--- config.mk ---
export PLATFORM = sky130hd
export DESIGN_NAME = ray_sphere_intersect
export DESIGN_NICKNAME = d
export VERILOG_FILES = /design/src/rtl/ray_sphere_intersect.sv
export SDC_FILE = /design/constraint.sdc
export NUM_CORES = 2
export LEC_CHECK = 0
export CAP_MARGIN = 20
export CORE_MARGIN = 2
export CORE_UTILIZATION = 40
export CTS_CLUSTER_SIZE = 28
export DETAILED_ROUTE_END_ITERATION = 8
export GPL_ROUTABILITY_DRIVEN = 0
export SYNTH_ARGS = -nofsm -noshare
export SYNTH_HDL_FRONTEND = slang
export SYNTH_SLANG_ARGS = --single-unit
--- constraint.sdc ---
create_clock -name clk -period 9.7 [get_ports clk]
set_clock_uncertainty 0.2 [all_clocks]
set_input_delay 2.425 -clock clk [delete_from_list [all_inputs] [get_ports clk]]
set_output_delay 2.425 -clock clk [all_outputs]
set_load 0.05 [all_outputs]
--- src/rtl/ray_sphere_intersect.sv ---
`default_nettype none
// ============================================================================
// Module      : ray_sphere_intersect
// Description : Multi-cycle Q8.4 ray/sphere intersection, nearest t > TMIN.
//               Optional macro RAYSPHERE_INSIDE_HIT_EN enables the exit-point
//               (t1) fallback for origins inside the sphere.
// Revision    : 1.0 - initial release
// ============================================================================
module ray_sphere_intersect #(
    parameter int WIDTH = 12,
    parameter int TAG_W = 4,
    parameter int TMIN  = 1
) (
    input  logic                    clk,
    input  logic                    rst_n,
    input  logic                    in_valid,
    output logic                    in_ready,
    input  logic signed [WIDTH-1:0] ox,
    input  logic signed [WIDTH-1:0] oy,
    input  logic signed [WIDTH-1:0] oz,
    input  logic signed [WIDTH-1:0] dx,
    input  logic signed [WIDTH-1:0] dy,
    input  logic signed [WIDTH-1:0] dz,
    input  logic signed [WIDTH-1:0] cx,
    input  logic signed [WIDTH-1:0] cy,
    input  logic signed [WIDTH-1:0] cz,
    input  logic signed [WIDTH-1:0] r,
    input  logic [TAG_W-1:0]        in_tag,
    output logic                    out_valid,
    input  logic                    out_ready,
    output logic                    hit,
    output logic signed [WIDTH-1:0] t,
    output logic [TAG_W-1:0]        out_tag
);

    localparam int c_IW   = 2*WIDTH + 2;
    localparam int c_OW   = WIDTH + 1;
    localparam int c_SQ_N = c_IW / 2;
    localparam int c_RW   = c_SQ_N + 4;
    localparam logic [3:0] c_MUL_LAST = 4'd7;
    localparam logic [3:0] c_SQ_LAST  = 4'(c_SQ_N - 1);
    localparam logic signed [c_IW-1:0] c_T_HI = c_IW'(2**(WIDTH-1) - 1);
    localparam logic signed [c_IW-1:0] c_T_LO = ~c_T_HI;
    localparam logic signed [c_IW-1:0] c_TMIN = c_IW'(TMIN);

    typedef enum logic [2:0] {
        S_IDLE, S_SUB, S_MUL, S_DISC, S_SQRT, S_RESOLVE, S_OUT
    } state_t;

    state_t r_state, w_state_nxt;

    logic [3:0]              r_cnt;
    logic signed [WIDTH-1:0] r_ox, r_oy, r_oz, r_dx, r_dy, r_dz;
    logic signed [WIDTH-1:0] r_cx, r_cy, r_cz, r_r;
    logic [TAG_W-1:0]        r_tag, r_out_tag;
    logic signed [c_OW-1:0]  r_ocx, r_ocy, r_ocz;
    logic signed [c_IW-1:0]  r_acc, r_b4, r_c8;
    logic [c_IW-1:0]         r_sq_val;
    logic                    r_neg;
    logic [c_RW-1:0]         r_rem;
    logic [c_SQ_N-1:0]       r_root;
    logic                    r_hit;
    logic signed [WIDTH-1:0] r_t;

    logic signed [c_IW-1:0]  w_ma, w_mb, w_prod, w_sum, w_disc;
    logic [c_RW-1:0]         w_rem_sh, w_trial;
    logic                    w_ge;
    logic signed [c_IW-1:0]  w_root_s, w_t0;
`ifdef RAYSPHERE_INSIDE_HIT_EN
    logic signed [c_IW-1:0]  w_t1;
`endif
    logic                    w_res_hit;
    logic signed [WIDTH-1:0] w_res_t;

    function automatic logic signed [WIDTH-1:0] sat_t(input logic signed [c_IW-1:0] v);
        if (v > c_T_HI)
            return c_T_HI[WIDTH-1:0];
        else if (v < c_T_LO)
            return c_T_LO[WIDTH-1:0];
        else
            return v[WIDTH-1:0];
    endfunction

    // Single shared multiplier; the MUL step counter selects the operand pair
    always_comb begin
        w_ma = '0;
        w_mb = '0;
        case (r_cnt[2:0])
            3'd0:    begin w_ma = c_IW'(r_ocx); w_mb = c_IW'(r_dx);  end
            3'd1:    begin w_ma = c_IW'(r_ocy); w_mb = c_IW'(r_dy);  end
            3'd2:    begin w_ma = c_IW'(r_ocz); w_mb = c_IW'(r_dz);  end
            3'd3:    begin w_ma = c_IW'(r_ocx); w_mb = c_IW'(r_ocx); end
            3'd4:    begin w_ma = c_IW'(r_ocy); w_mb = c_IW'(r_ocy); end
            3'd5:    begin w_ma = c_IW'(r_ocz); w_mb = c_IW'(r_ocz); end
            3'd6:    begin w_ma = c_IW'(r_r);   w_mb = c_IW'(r_r);   end
            default: begin w_ma = r_b4;         w_mb = r_b4;         end
        endcase
        w_prod = w_ma * w_mb;
        w_sum  = r_acc + w_prod;
        w_disc = r_acc - r_c8;
    end

    always_comb begin
        w_rem_sh = {r_rem[c_RW-3:0], r_sq_val[c_IW-1:c_IW-2]};
        w_trial  = c_RW'({r_root, 2'b01});
        w_ge     = (w_rem_sh >= w_trial);
    end

    always_comb begin
        w_root_s  = signed'(c_IW'(r_root));
        w_t0      = -r_b4 - w_root_s;
`ifdef RAYSPHERE_INSIDE_HIT_EN
        w_t1      = -r_b4 + w_root_s;
`endif
        w_res_hit = 1'b0;
        w_res_t   = '0;
        if (r_neg) begin
            w_res_hit = 1'b0;
        end else if (w_t0 > c_TMIN) begin
            w_res_hit = 1'b1;
            w_res_t   = sat_t(w_t0);
        end
`ifdef RAYSPHERE_INSIDE_HIT_EN
        else if (w_t1 > c_TMIN) begin
            w_res_hit = 1'b1;
            w_res_t   = sat_t(w_t1);
        end
`endif
    end

    always_ff @(posedge clk or negedge rst_n) begin
        if (!rst_n)
            r_state <= S_IDLE;
        else
            r_state <= w_state_nxt;
    end

    always_comb begin
        w_state_nxt = r_state;
        case (r_state)
            S_IDLE:    if (in_valid) w_state_nxt = S_SUB;
            S_SUB:     w_state_nxt = S_MUL;
            S_MUL:     if (r_cnt == c_MUL_LAST) w_state_nxt = S_DISC;
            S_DISC:    w_state_nxt = S_SQRT;
            S_SQRT:    if (r_cnt == c_SQ_LAST) w_state_nxt = S_RESOLVE;
            S_RESOLVE: w_state_nxt = S_OUT;
            S_OUT:     if (out_ready) w_state_nxt = S_IDLE;
            default:   w_state_nxt = S_IDLE;
        endcase
    end

    always_ff @(posedge clk or negedge rst_n) begin
        if (!rst_n) begin
            r_cnt     <= '0;
            r_ox      <= '0; r_oy <= '0; r_oz <= '0;
            r_dx      <= '0; r_dy <= '0; r_dz <= '0;
            r_cx      <= '0; r_cy <= '0; r_cz <= '0;
            r_r       <= '0;
            r_tag     <= '0;
            r_out_tag <= '0;
            r_ocx     <= '0; r_ocy <= '0; r_ocz <= '0;
            r_acc     <= '0;
            r_b4      <= '0;
            r_c8      <= '0;
            r_sq_val  <= '0;
            r_neg     <= 1'b0;
            r_rem     <= '0;
            r_root    <= '0;
            r_hit     <= 1'b0;
            r_t       <= '0;
        end else begin
            case (r_state)
                S_IDLE: begin
                    if (in_valid) begin
                        r_ox <= ox; r_oy <= oy; r_oz <= oz;
                        r_dx <= dx; r_dy <= dy; r_dz <= dz;
                        r_cx <= cx; r_cy <= cy; r_cz <= cz;
                        r_r  <= r;
                        r_tag <= in_tag;
                    end
                end
                S_SUB: begin
                    r_ocx <= c_OW'(r_ox) - c_OW'(r_cx);
                    r_ocy <= c_OW'(r_oy) - c_OW'(r_cy);
                    r_ocz <= c_OW'(r_oz) - c_OW'(r_cz);
                    r_cnt <= '0;
                end
                S_MUL: begin
                    r_cnt <= r_cnt + 4'd1;
                    case (r_cnt[2:0])
                        3'd0, 3'd3:       r_acc <= w_prod;
                        3'd1, 3'd4, 3'd5: r_acc <= w_sum;
                        3'd2:             r_b4  <= w_sum >>> 4;
                        3'd6:             r_c8  <= r_acc - w_prod;
                        default:          r_acc <= w_prod;
                    endcase
                end
                S_DISC: begin
                    r_neg    <= w_disc[c_IW-1];
                    r_sq_val <= w_disc[c_IW-1] ? '0 : w_disc;
                    r_rem    <= '0;
                    r_root   <= '0;
                    r_cnt    <= '0;
                end
                S_SQRT: begin
                    // Restoring square root: one result bit per pair of radicand bits
                    r_rem    <= w_ge ? (w_rem_sh - w_trial) : w_rem_sh;
                    r_root   <= {r_root[c_SQ_N-2:0], w_ge};
                    r_sq_val <= r_sq_val << 2;
                    r_cnt    <= r_cnt + 4'd1;
                end
                S_RESOLVE: begin
                    r_hit     <= w_res_hit;
                    r_t       <= w_res_t;
                    r_out_tag <= r_tag;
                end
                default: ;
            endcase
        end
    end

    assign in_ready  = (r_state == S_IDLE);
    assign out_valid = (r_state == S_OUT);
    assign hit       = r_hit;
    assign t         = r_t;
    assign out_tag   = r_out_tag;

endmodule
`default_nettype wire

## Word-level counts from Yosys, hierarchy flattened

Cells that the tools add are included.

| word-level totals | value |
|---|---|
| register bits | 316 |
| memories | 0 |
| output and inout bits | 19 |
| bits in writable memories | 0 |
| bits of input ports | 128 |
| latch bits | 0 |
| word-level logic and storage cells | 96 |
| memory bits (read-only) | 0 |

| operators by class | value |
|---|---|
| eq/ne operators | 18 |
| magnitude comparators | 4 |
| shift-type cells | 0 |
| reductions and logical operators | 16 |
| $mul | 1 |
| divide/modulo/power cells | 0 |
| muxes and demuxes | 20 |
| add/sub/neg operators | 10 |
| bitwise operators | 1 |

Operators by type and width:

| operator | count |
|---|---|
| one-hot mux 26 bit (7 select lines) | 1 |
| one-hot mux 26 bit (2 select lines) | 2 |
| one-hot mux 26 bit (4 select lines) | 1 |
| subtractor 26 bit | 2 |
| 2-to-1 mux 12 bit | 4 |
| subtractor 12 x 12 -> 13 bit | 3 |
| one-hot mux 15 bit (2 select lines) | 1 |
| adder 26 bit | 1 |
| > comparator 26 x 12 -> 1 bit, second input constant | 1 |
| > comparator 26 x 2 -> 1 bit, second input constant | 1 |
| less-than comparator 26 x 12 -> 1 bit, second input constant | 1 |
| multiplier 26 x 26 -> 26 bit | 1 |
| negator 22 -> 26 bit | 1 |
| one-hot mux 13 bit (2 select lines) | 1 |
| subtractor 26 x 14 -> 26 bit | 1 |
| 2-to-1 mux 25 bit | 1 |
| one-hot mux 3 bit (7 select lines) | 1 |
| == test 3 bit, second input constant | 6 |
| greater-or-equal comparator 17 x 15 -> 1 bit | 1 |
| 2-to-1 mux 15 bit | 1 |
| subtractor 15 bit | 1 |
| == test 3 x 2 -> 1 bit, second input constant | 4 |
| 2-to-1 mux 3 bit | 4 |
| OR reduction 2 bit | 6 |
| 14 further kinds | 23 |

## Logic depth before layout (Yosys ltp)

| logic depth | value |
|---|---|
| depth after elaboration | 7 |
| gate-level depth with buffers | 48 |
| depth with buffers taken out | 42 |

## Worst setup path after synthesis

OpenSTA, ideal clock, no wires.

| timing path | value |
|---|---|
| kind | reg2reg |
| start point | register r_cnt[2] |
| end point | register r_acc[25] |
| stages on the path, launching flop included | 45 |
| data required time | 9.376 ns |
| clock period less this slack | 10.192 ns |
| buffers on the path | 8 |
| arrival time | 9.868 ns |
| library setup time | 0.124 ns |
| path slack | -0.492 ns |
| cells stage by stage | dfrtp_1 buf_2 inv_1 clkbuf_1 ha_1 buf_2 or4_1 buf_4 buf_1 clkbuf_1 o22ai_1 clkbuf_1 nor2_1 fa_1 inv_1 fa_1 fa_1 inv_1 [... 9 more ...] a21oi_1 o21ai_0 o21a_1 nor2_1 xnor2_1 ha_1 and3_1 a211o_1 a31oi_1 o21ai_0 a31o_2 buf_2 nand2b_1 mux2i_1 nand2_1 a21oi_1 o22ai_1 o31a_1 |

| on the way | value |
|---|---|
| cells in the longest elaborated chain, start to end | 6 |
| elaborated cells on any way between the ends | 19 |
| those cells by class | 1 x add/sub; 1 x mul; 6 x eq/ne; 3 x mux; 1 x bitwise; 7 x reduce/logical |

RTL lines:

| what | RTL line | source |
|---|---|---|
| from (decl) | 52 | `logic [3:0] r_cnt;` |
| from (signal assigned) | 189 | `r_cnt <= r_cnt + 4'd1;` |
| from (signal assigned) | 210 | `r_cnt <= r_cnt + 4'd1;` |
| == test 3 x 2 -> 1 bit, or another cell as far along | 88, 190 |  |
| OR reduction 2 bit (no line) | n/a |  |
| one-hot mux 26 bit (4 select lines) | 88 | `case (r_cnt[2:0])` |
| multiplier 26 x 26 -> 26 bit | 98 | `w_prod = w_ma * w_mb;` |
| adder 26 bit | 99 | `w_sum = r_acc + w_prod;` |
| one-hot mux 26 bit (2 select lines) | 190 | `case (r_cnt[2:0])` |
| to (signal assigned) | 191 | `3'd0, 3'd3: r_acc <= w_prod;` |
| to (signal assigned) | 192 | `3'd1, 3'd4, 3'd5: r_acc <= w_sum;` |
| to (signal assigned) | 195 | `default: r_acc <= w_prod;` |
| to (decl) | 57 | `logic signed [c_IW-1:0] r_acc, r_b4, r_c8;` |

Several ways; a longest one is shown, not always the timed one.
A chain may end at the register's enable or synchronous reset.

## Worst setup path in the final report

| timing path | value |
|---|---|
| start point | register r_cnt[1] |
| end point | register r_acc[25] |

The elaborated chain is that of the path after synthesis.

==> summary.txt <==
Floorplanning
  – Core area: between 70000 and 80000 um^2
  – Die height: 283 um
  – IO Count: 147
  – Initial cell density of the core: between 40 and 50%
  – Number of cell rows: about 100
  – Die width: about 280 um
  – Die area: between 80000 and 90000 um^2

Setup path
  – Beginning of the worst register-to-register path: r_cnt[1]$_DFFE_PN0P_
  – Worst path buffer plus inverter count: 6
  – R2R depth: 39
  – Internal reg-to-reg setup slack: between 300 and 400 ps
  – CP Capture Type: flip-flop
  – Worst path top cell family by delay: adder cells
  – Data required time at the worst endpoint: ~10000 ps
  – Startpoint types: flip-flop
  – Worst EP arrival: around 9600 ps
  – Crit-path max FO: 24
  – WS Path Type: flip-flop to flip-flop
  – Slowest cell on crit path: fa_1
  – FF-to-FF End: r_acc[25]$_DFFE_PN0P_
  – Worst path max stage delay: between 500 and 600 ps
  – Most used cell, CP: fa_1

STA
  – Final slew viol count: 0
  – Final Cycle Share: between 90% and 100%
  – Final Hold Vio Count: 0
  – Final min period: around 9400 ps
  – Setup TNS: 0 ps
  – Tightest Pin Transition: approximately 1100 ps
  – Fmax: around 0.11 GHz
  – Slew headroom: about 28%
  – Setup violations, final: 0
  – Final worst slack: roughly 340 ps
  – Worst hold slack: ~280 ps

Hold path
  – Hold depth: 2
  – HP Class: flip-flop to flip-flop
  – Hold Path Sink: r_c8[11]$_DFFE_PN0P_
  – Hold wc startpoint: r_c8[11]$_DFFE_PN0P_

Cells and area
  – Area taken by multi-input logic gates: between 20000 and 25000 um^2
  – Layout cells sized above 1: between 10% and 20%
  – N_diodes: 0
  – Fill cells: ~7500
  – Nets@finish: 4493
  – Register area: between 7000 and 8000 um^2
  – Area growth syn-to-layout: 18.5%
  – Util after Layout: between 40 and 50%

Clocking
  – Clock slew seen by the registers of the worst setup and hold paths: around 60 ps
  – Hold_buf cts: 0
  – H-tree Lvls: 2
  – Clock tree buffer depth: 3
  – Clk sink count: ~320
  – Worst-skew pair later-pin latency: between 500 and 600 ps
  – CTS root buffer: clkbuf_16
  – CTS tree: done
  – CTS Buf Count: 39

Logic synthesis
  – Post-synth EDFFs: 0
  – XOR/XNOR share of the synthesized area: under 10%
  – Ys flop type: dfrtp_1
  – Mapped cell area: between 30000 and 40000 um^2
  – Largest family of logic cells by synthesized area: adder cells
  – Largest cells by area after synthesis: dfrtp_1 25%, fa_1 17%, ha_1 11%, inv_1 6.7%, nand2_1 5.0%
  – Cells after Synth: approximately 3600
  – Ys async rst share: 100%
  – Synth area leader: dfrtp_1
  – Post-Synth Adder-Cell Area: between 20% and 30%
  – Syn avg cell area: between 8 and 9 um^2
  – Yosys top cell area share: between 20% and 30%
  – Synth Area in Compound Gates: 16.4%
  – Distinct cells, synth: 82
  – Synthesized Nets: approximately 4200
  – Sequential share of the synthesized area: between 20% and 30%
  – Post-synthesis register bit count: ~320
  – Multiplexer share of the synthesized area: 4.53%
  – Warnings, synthesis: 0
  – Simple-Gate Fraction of Synth Area: 12.2%

Route
  – Routed len/inst: approximately 18 um
  – DR vias: 25500
  – Initial drt markers: ~1800
  – DRC viols: 0
  – Detailed Routing Iterations Pass 1: 7
  – WL final: approximately 90000 um
  – ANT nets after route: 0
  – Via/cell ratio: 5.21

Global route
  – Global route total overflow: 0
  – Largest net degree at the start of global routing: 129
  – GRT Resource Usage Total: between 20% and 30%
  – First-pass GRT wire length: between 100000 and 150000 um
  – Vias in the first global route: between 20000 and 30000
  – Initial antenna violation count: 2

Status
  – Run status: completed

Job
  – Max cap viols: 0

Place
  – PortBufs: approximately 150
  – HPWL Detailed: 71500 um
  – Post-Place Worst Slack: -722 ps
[cell families (layout without fill, tap and decap cells)]
kind of cell | count (synthesis) | after routing
xor gates and xnor gates | 155 | 155
and+or+nand+nor | 892 | 892
buffers and inverters | 713 | 1007
AOI/OAI and AO/OA | 802 | 802
adders and majority gates | 546 | 546
DFF | 316 | 316
muxes | 129 | 129
[flip-flops by register name, indices dropped and copies added (netlist names), 13 cells and up]
name,flops
r_c8,26
r_b4,22
r_rem,15
r_sq_val,26
r_root,13
r_ocy,13
r_ocz,13
r_ocx,13
r_acc,26
[layout by cell type (no fill, tap or decap), types with 98 or more instances in the layout]
| cell | instances |
|---|---|
| inv_1 | 560 |
| buf_4 | 220 |
| ha_1 | 279 |
| o21ai_0 | 260 |
| xnor2_1 | 108 |
| mux2_2 | 98 |
| nand2_1 | 415 |
| fa_1 | 262 |
| nor2_1 | 262 |
| dfrtp_1 | 314 |
| a21oi_1 | 160 |
| clkdlybuf4s50_1 | 145 |
[worst max-delay path by stage]
stage | start | end | slack [ps] | cells past startpoint
5_1_grt | r_cnt[1]$_DFFE_PN0P_ | r_acc[25]$_DFFE_PN0P_ | -30 | 40
3_5_place_dp | r_cnt[0]$_DFFE_PN0P_ | r_c8[25]$_DFFE_PN0P_ | -720 | 40
4_1_cts | r_cnt[0]$_DFFE_PN0P_ | r_acc[25]$_DFFE_PN0P_ | 7 | 33
6_report | r_cnt[1]$_DFFE_PN0P_ | r_acc[25]$_DFFE_PN0P_ | 340 | 39
2_1_floorplan | r_cnt[2]$_DFFE_PN0P_ | r_acc[25]$_DFFE_PN0P_ | 30 | 44
3_3_place_gp | r_cnt[0]$_DFFE_PN0P_ | r_c8[25]$_DFFE_PN0P_ | -630 | 40
[stage by stage]
step | area [um^2] | std cells
after floorplan | 31300 | 3553
after global placement | 35200 | 4799
after detailed placement | 35200 | 4800
after CTS | 36600 | 4870
after global routing | 37000 | 4887
final | 37000 | 4887
[cells in the mapped netlist, drive strengths merged (8+ instances only)]
cell and instances:
buf 31, a22o 12, a31oi 15, a221oi 8, mux2 99, nor3 35, inv 560, o21bai 21
and2 24, o31ai 25, fa 262, nand4 14, o21a 13, ha 284, nor2b 31, a22oi 52
a211oi 15, clkbuf 122, nor2 266, xnor3 8, nand2 418, nand3 33, nand2b 30, xor2 37
or2 8, a221o 10, or3 9, a222oi 14, a21o 61, and3 8, o21ai 279, xnor2 110
a21oi 176, a21boi 22, a2111oi 8, dfrtp 316, mux2i 30
[layout make-up]
type	count	share of cell area, %
multi-input cells	2524	56.9
flip-flops and latches	316	21.4
repair buffers	378	8.94
inverters	560	5.68
well taps	1040	3.51
clock buffers	56	3.00
clock inverters	13	0.645
[metal layers]
metal  vias to the layer above  part of all wire [%]  GRT usage (%)
met4                         4                   3.2           6.73
li1                      12300                     -              -
met2                       740                    47           37.5
met1                     12300                    44           29.6
met5                         -                 0.028              0
met3                       139                   5.7           2.85
[what timing repair did]
action,in CTS,in global routing
hold endpoints to repair,0,0
setup endpoints to repair,15,17
gates resized for setup,10,72
pin swaps,2,36
cloned,0,1
buffers inserted,1,16
[worst register-to-register path, delay by kind of cell (launching register included)]
| family | cells | cell delay, ps |
|---|---|---|
| DFF | 1 | 430 |
| xor gates and xnor gates | 1 | 220 |
| and+or+nand+nor | 7 | 810 |
| AOI/OAI and AO/OA | 14 | 2890 |
| adders and majority gates | 10 | 3950 |
| buffers and inverters | 6 | 650 |
| muxes | 1 | 130 |
Power is left out: the tool's default activity adds up to more than one toggle a clock period on the data nets, which glitch-free logic cannot reach.
